`config.mk`:
```
export PLATFORM = sky130hd
export DESIGN_NAME = serial_subtractor_flat
export DESIGN_NICKNAME = d
export VERILOG_FILES = /design/src/rtl/serial_subtractor_pkg.sv /design/src/rtl/serial_subtractor_if.sv /design/src/rtl/serial_subtractor_full_subtractor.sv /design/src/rtl/serial_subtractor.sv /design/src/flat_wrapper.sv
export SDC_FILE = /design/constraint.sdc
export NUM_CORES = 1
export LEC_CHECK = 0
export BUFFER_PORTS_ARGS = -buffer_cell sky130_fd_sc_hd__clkbuf_2
export CELL_PAD_IN_SITES_DETAIL_PLACEMENT = 1
export CELL_PAD_IN_SITES_GLOBAL_PLACEMENT = 1
export CORE_ASPECT_RATIO = 0.5
export CORE_MARGIN = 2
export CORE_UTILIZATION = 38
export DETAILED_ROUTE_END_ITERATION = 6
export GPL_ROUTABILITY_DRIVEN = 0
export GPL_TIMING_DRIVEN = 0
export HOLD_SLACK_MARGIN = 0.12
export PLACE_DENSITY = 0.78
export SKIP_LAST_GASP = 1
export SLEW_MARGIN = 10
export SYNTH_ARGS = -nofsm -noshare
export SYNTH_HDL_FRONTEND = slang
export SYNTH_HIERARCHICAL = 1
export SYNTH_SLANG_ARGS = --single-unit
```
`constraint.sdc`:
```
create_clock -name clk -period 1.45 [get_ports clk]
set_clock_uncertainty 0.15 [all_clocks]
set_input_delay 0.2175 -clock clk [delete_from_list [all_inputs] [get_ports clk]]
set_output_delay 0.2175 -clock clk [all_outputs]
set_load 0.02 [all_outputs]
```
`src/rtl/serial_subtractor_pkg.sv`:
```
// Shared types and defaults for the bit-serial subtractor: FSM encoding and
// the default operand width.
package serial_subtractor_pkg;

  localparam int DEFAULT_WIDTH = 8;

  typedef enum logic [1:0] {
    IDLE = 2'd0,
    RUN  = 2'd1,
    DONE = 2'd2
  } state_t;

  // Counter wide enough to hold 0..width.
  function automatic int cnt_width(input int width);
    return $clog2(width + 1);
  endfunction

endpackage

```
`src/rtl/serial_subtractor_if.sv`:
```
// Operand and result channels of the serial subtractor.
// Valid/ready: a transfer happens on a rising clk edge where valid && ready are
// both high; a source holding valid keeps its payload stable until that edge.
interface serial_subtractor_if import serial_subtractor_pkg::*; #(
  parameter int WIDTH = DEFAULT_WIDTH
);

  logic             in_valid;
  logic             in_ready;
  logic [WIDTH-1:0] a;
  logic [WIDTH-1:0] b;
  logic             bin;

  logic             out_valid;
  logic             out_ready;
  logic [WIDTH-1:0] diff;
  logic             bout;
  logic             ovf;
  logic             zero;

  modport master (
    output in_valid, a, b, bin, out_ready,
    input  in_ready, out_valid, diff, bout, ovf, zero
  );

  modport slave (
    input  in_valid, a, b, bin, out_ready,
    output in_ready, out_valid, diff, bout, ovf, zero
  );

endinterface

```
`src/rtl/serial_subtractor_full_subtractor.sv`:
```
// One-bit full subtractor built from gate primitives; d = a ^ b ^ bin and the
// borrow is raised when a < b + bin for this bit.
module full_subtractor (
  input  logic a,
  input  logic b,
  input  logic bin,
  output logic d,
  output logic bout
);

  logic a_x_b;
  logic a_n;
  logic a_x_b_n;
  logic brw_gen;
  logic brw_prop;

  xor u_x0 (a_x_b, a, b);
  xor u_x1 (d, a_x_b, bin);

  not u_n0 (a_n, a);
  not u_n1 (a_x_b_n, a_x_b);
  and u_a0 (brw_gen, a_n, b);
  and u_a1 (brw_prop, a_x_b_n, bin);
  or  u_o0 (bout, brw_gen, brw_prop);

endmodule

```
`src/rtl/serial_subtractor.sv`:
```
// Bit-serial two's-complement subtractor: diff = a - b - bin, one bit per clock
// LSB-first, with a registered borrow and valid/ready operand/result ports.
module serial_subtractor import serial_subtractor_pkg::*; #(
  parameter int WIDTH = DEFAULT_WIDTH,
  parameter int CNT_W = cnt_width(WIDTH)
) (
  input  logic                 clk,
  input  logic                 rst_n,
  serial_subtractor_if.slave   bus,
  output state_t               dbg_state
);

  state_t             state_q, state_d;
  logic [WIDTH-1:0]   a_sh_q, a_sh_d;
  logic [WIDTH-1:0]   b_sh_q, b_sh_d;
  logic [WIDTH-1:0]   res_q, res_d;
  logic               br_q, br_d;
  logic [CNT_W-1:0]   cnt_q, cnt_d;
  logic               a_msb_q, a_msb_d;
  logic               b_msb_q, b_msb_d;
  logic [WIDTH-1:0]   diff_q, diff_d;
  logic               bout_q, bout_d;
  logic               ovf_q, ovf_d;
  logic               zero_q, zero_d;

  logic               fs_d;
  logic               fs_bout;

  full_subtractor u_fs (
    .a    (a_sh_q[0]),
    .b    (b_sh_q[0]),
    .bin  (br_q),
    .d    (fs_d),
    .bout (fs_bout)
  );

  always_comb begin
    state_d = state_q;
    a_sh_d  = a_sh_q;
    b_sh_d  = b_sh_q;
    res_d   = res_q;
    br_d    = br_q;
    cnt_d   = cnt_q;
    a_msb_d = a_msb_q;
    b_msb_d = b_msb_q;
    diff_d  = diff_q;
    bout_d  = bout_q;
    ovf_d   = ovf_q;
    zero_d  = zero_q;

    unique case (state_q)
      IDLE: begin
        if (bus.in_valid) begin
          a_sh_d  = bus.a;
          b_sh_d  = bus.b;
          br_d    = bus.bin;
          cnt_d   = '0;
          a_msb_d = bus.a[WIDTH-1];
          b_msb_d = bus.b[WIDTH-1];
          state_d = RUN;
        end
      end

      RUN: begin
        a_sh_d = a_sh_q >> 1;
        b_sh_d = b_sh_q >> 1;
        res_d  = {fs_d, res_q[WIDTH-1:1]};
        br_d   = fs_bout;
        cnt_d  = cnt_q + CNT_W'(1);
        // The last bit is processed on this edge, so the result registers are
        // loaded here and become visible together with out_valid.
        if (cnt_q == CNT_W'(WIDTH - 1)) begin
          diff_d  = res_d;
          bout_d  = fs_bout;
          zero_d  = (res_d == '0);
          ovf_d   = (a_msb_q != b_msb_q) && (fs_d != a_msb_q);
          state_d = DONE;
        end
      end

      DONE: begin
        if (bus.out_ready) begin
          state_d = IDLE;
        end
      end

      default: state_d = IDLE;
    endcase
  end

  always_ff @(posedge clk or negedge rst_n) begin
    if (!rst_n) begin
      state_q <= IDLE;
      a_sh_q  <= '0;
      b_sh_q  <= '0;
      res_q   <= '0;
      br_q    <= 1'b0;
      cnt_q   <= '0;
      a_msb_q <= 1'b0;
      b_msb_q <= 1'b0;
      diff_q  <= '0;
      bout_q  <= 1'b0;
      ovf_q   <= 1'b0;
      zero_q  <= 1'b0;
    end else begin
      state_q <= state_d;
      a_sh_q  <= a_sh_d;
      b_sh_q  <= b_sh_d;
      res_q   <= res_d;
      br_q    <= br_d;
      cnt_q   <= cnt_d;
      a_msb_q <= a_msb_d;
      b_msb_q <= b_msb_d;
      diff_q  <= diff_d;
      bout_q  <= bout_d;
      ovf_q   <= ovf_d;
      zero_q  <= zero_d;
    end
  end

  assign bus.in_ready  = (state_q == IDLE);
  assign bus.out_valid = (state_q == DONE);
  assign bus.diff      = diff_q;
  assign bus.bout      = bout_q;
  assign bus.ovf       = ovf_q;
  assign bus.zero      = zero_q;
  assign dbg_state     = state_q;

endmodule

```
`src/flat_wrapper.sv`:
```
// flat-port wrapper written by rule: the top's interface ports become plain ports
module serial_subtractor_flat import serial_subtractor_pkg::*;
#(
  parameter int WIDTH = DEFAULT_WIDTH,
  parameter int CNT_W = cnt_width(WIDTH)
)
  (clk, rst_n, dbg_state, bus_in_valid, bus_a, bus_b, bus_bin, bus_out_ready, bus_in_ready, bus_out_valid, bus_diff, bus_bout, bus_ovf, bus_zero);
  serial_subtractor_if #(.WIDTH(WIDTH)) bus_i ();
  input  logic clk;
  input  logic rst_n;
  output state_t dbg_state;
  input wire logic [$bits(bus_i.in_valid)-1:0] bus_in_valid;
  input wire logic [$bits(bus_i.a)-1:0] bus_a;
  input wire logic [$bits(bus_i.b)-1:0] bus_b;
  input wire logic [$bits(bus_i.bin)-1:0] bus_bin;
  input wire logic [$bits(bus_i.out_ready)-1:0] bus_out_ready;
  output wire logic [$bits(bus_i.in_ready)-1:0] bus_in_ready;
  output wire logic [$bits(bus_i.out_valid)-1:0] bus_out_valid;
  output wire logic [$bits(bus_i.diff)-1:0] bus_diff;
  output wire logic [$bits(bus_i.bout)-1:0] bus_bout;
  output wire logic [$bits(bus_i.ovf)-1:0] bus_ovf;
  output wire logic [$bits(bus_i.zero)-1:0] bus_zero;
  assign bus_i.in_valid = bus_in_valid;
  assign bus_i.a = bus_a;
  assign bus_i.b = bus_b;
  assign bus_i.bin = bus_bin;
  assign bus_i.out_ready = bus_out_ready;
  assign bus_in_ready = bus_i.in_ready;
  assign bus_out_valid = bus_i.out_valid;
  assign bus_diff = bus_i.diff;
  assign bus_bout = bus_i.bout;
  assign bus_ovf = bus_i.ovf;
  assign bus_zero = bus_i.zero;
  serial_subtractor #(.WIDTH(WIDTH), .CNT_W(CNT_W)) u_core (.clk(clk), .rst_n(rst_n), .bus(bus_i), .dbg_state(dbg_state));
endmodule
```
==> summary.md <==
| Metric | Value |
|---|---|
| DR pass1 iterations | `4` |
| Die X | `104 um` |
| Clock buffer depth | `2` |
| Detailed Route WL | `6340 um` |
| Yosys top cell by area | `dfrtp_1` |
| Die Height | `54.0 um` |
| Pre-CTS WS | `-352 ps` |
| Leading post-synthesis cells by cell area | `dfrtp_1 (57%), nand2_1 (7.3%), mux2_2 (7.1%)` |
| WL/cell | `18.9 um` |
| Vias post-DR | `1709` |
| ANT cells | `0` |
| Switching pwr | `0.00240 W` |
| Post-synth top area share | `56.7%` |
| Initial DRC Count | `69` |
| Post-layout utilization of the core | `60.3%` |
| Internal power | `0.00362 W` |
| Top-level I/O count | `36` |
| Leakage | `1.40 nW` |
| Worst Path Buf+Inv | `3` |
| Yosys warnings | `6` |
| Slowest CP cell | `dfrtp_2` |
| Minimum clock period after layout | `1680 ps` |
| Crit-path leading delay family | `flip-flops` |
| Worst hold path class | `input port to async pin` |
| Largest net degree at the start of global routing | `44` |
| Die area | `5610 sq um` |
| Part of the power in the clock network | `13.0%` |
| Critical Path RT | `1080 ps` |
| Fin. max-slew vios | `0` |
| Initial core utilization | `39.0%` |
| Post-DRT Antenna Nets | `0` |
| Peak VDD IR | `0.000826 V` |
| Clock tree sinks | `43` |
| Sw Ratio | `39.9%` |
| Seq/Total Area, Yosys | `56.7%` |
| Grt ovf | `0` |
| Fmax achieved | `0.597 GHz` |
| Ratio of cells with drive above 1 in the final layout | `44.9%` |
| CP cell instances | `buf_4 -> buf_6 -> nor2b_4 -> buf_8` |
| Non-Filler Instances | `335` |
| Vias in the first global route | `1727` |
| Final hold vios | `43` |
| Final WS setup | `-225 ps` |
| Post-CTS Hold Buffers | `18` |
| Outcome | `finished with violations` |
| Power Dens Cells | `2050 nW/um^2` |
| Initial antenna violation count | `0` |
| Mapped Nets | `198` |
| FILL cells | `528` |
| Row count | `18` |
| Yosys cell types | `25` |
| CP max stage delay | `470 ps` |
| IO buf count | `35` |
| Final setup vio count | `21` |
| TritonCTS clock tree | `done` |
| Sequential share of power | `36.1%` |
| Fin nets | `287` |
| FF/Latch Area | `1080 sq um` |
| Placed Cells | `280` |
| Mapped Cells | `175` |
| Critical setup path kind | `register to primary output` |
| Synth Cell Area | `1900 sq um` |
| Slew headroom | `26.9%` |
| Startpoint class of the critical path | `register` |
| Syn Area/Cell | `10.8 sq um` |
| Max Cap Viol | `0` |
| Total power | `0.00602 W` |
| All-Layer GR Usage | `21.2%` |
| Clock Latency Late Sink | `300 ps` |
| CTS clk-pin slew, worst paths | `90 ps` |
| Logic pwr share | `50.9%` |
| Fin Hold WS | `-43.0 ps` |
| Worst Tran Pin Value | `1100 ps` |
| DRC errors left | `0` |
| Core area | `4860 sq um` |
| Setup crit end kind | `primary output` |
| Crit Path Max Fanout | `5` |
| CTS Buf Count | `5` |
| Htree depth | `2` |
| HPWL after DPL | `3120 um` |
| Area of the multi-input gates | `918 sq um` |
| Critical path arrival | `1310 ps` |
| RSZ-0062 raised after global routing | `yes` |
| Area delta synth->final | `54.7%` |
| Global-route wire length before repair | `8920 um` |
| Root buf cell | `clkbuf_8` |
| Vias/cell | `5.10` |
| Final period util | `116%` |
| #FFs+latches synth | `43` |
| Failing checks | `hold timing, setup timing` |
[sequential cells by signal, indices dropped and copies added, names as in the netlist]
register	count
u_core/res_q	7
u_core/a_msb_q	1
u_core/bus.diff	8
u_core/a_sh_q	8
u_core/bus.ovf	1
u_core/dbg_state	2
u_core/br_q	1
u_core/bus.bout	1
u_core/bus.zero	1
u_core/b_sh_q	8
u_core/cnt_q	4
u_core/b_msb_q	1
[worst paths after layout]
| kind | startpoint | to | slack (ps) | cells after the start |
|---|---|---|---|---|
| min | rst_n | u_core/dbg_state[0]$_DFFE_PN0P_ | -40 | 1 |
| max in group asynchronous | rst_n | u_core/dbg_state[1]$_DFFE_PN0P_ | 450 | 1 |
| min reg2reg | u_core/b_sh_q[4]$_DFFE_PN0P_ | u_core/b_sh_q[4]$_DFFE_PN0P_ | 350 | 2 |
| max reg2reg | u_core/br_q$_DFFE_PN0P_ | u_core/bus.ovf$_DFFE_PN0P_ | -230 | 4 |
| min in group clk | bus_in_valid | u_core/b_msb_q$_DFFE_PN0P_ | 340 | 4 |
| max | u_core/dbg_state[0]$_DFFE_PN0P_ | bus_out_valid | -230 | 4 |
[per-layer routing]
metal,up-vias,global-route usage (%),part of all wire (%)
met5,-,0,0
met4,0,7.66,1.7
met3,9,5.21,3.3
met2,37,36.8,51
met1,878,26.8,44
li1,785,-,-
[synthesized netlist by cell type, drive strengths merged]
master and number:
mux2 12, nand2b 3, buf 8, mux2i 2
o21bai 1, fa 1, o22ai 1, nand2 37
nor2b 9, o21ai 16, a21o 1, a32o 2
clkbuf 2, dfrtp 43, nor2 2, a21oi 6
nor4 2, nor3 1, nand3 2, a22oi 15
ha 1, inv 5, a22o 2, o311ai 1
[layout make-up]
cell class                 count  share of cell area, %
clock inverter                 3                  0.682
sequential                    43                   36.7
multi-input combinational    117                   31.3
clock buffer                   5                   2.34
timing repair buffer          83                   22.3
tap                           70                   2.98
inverter                       5                  0.639
buffer                         9                   2.98
[power groups by stage]
stage | combinational (W) | clock [W] | sequential [W]
global route | 0.00329 | 0.000869 | 0.00224
floorplan | 0.00125 | 0 | 0.00222
detailed placement | 0.00196 | 0 | 0.00214
CTS | 0.00249 | 0.000805 | 0.00210
global placement | 0.00187 | 0 | 0.00211
finish | 0.00306 | 0.000782 | 0.00217
[through the flow]
stage | hold slack, ps | TNS (ps) | instance area (sq um)
final | -43.0 | -2460 | 2940
after CTS | 7.34 | -1950 | 2710
after global routing | 40.4 | -3780 | 2940
after floorplan | -228 | -1870 | 1940
after detailed placement | 322 | -4820 | 2200
after global placement | 314 | -3510 | 2200
[cell families (layout without fill, tap and decap cells)]
family	Yosys count	after routing	share of synthesized area (%)
simple gates	56	56	13.7
compound gates	45	45	15.5
flops	43	43	56.7
buf+inv	15	105	4.16
mux	14	14	8.18
fa+ha+maj	2	2	1.71
[cell usage in the layout (no fill, tap or decap), drive strengths merged, types with 3 or more instances in the layout]
| master | instances |
|---|---|
| dlygate4sd3 | 18 |
| inv | 5 |
| o21ai | 16 |
| a22oi | 15 |
| buf | 41 |
| clkbuf | 38 |
| a21oi | 6 |
| nor2b | 9 |
| nand2 | 37 |
| nand2b | 3 |
| mux2 | 12 |
| dfrtp | 43 |
[repair_timing]
action | CTS | global route
setup endpoints to repair | 30 | 41
pin swaps | 3 | 6
hold endpoints to repair | 63 | 43
setup buffers | 19 | 11
gates resized for setup | 30 | 52
cloned | 1 | 2
(Power assumes the default switching activity.)
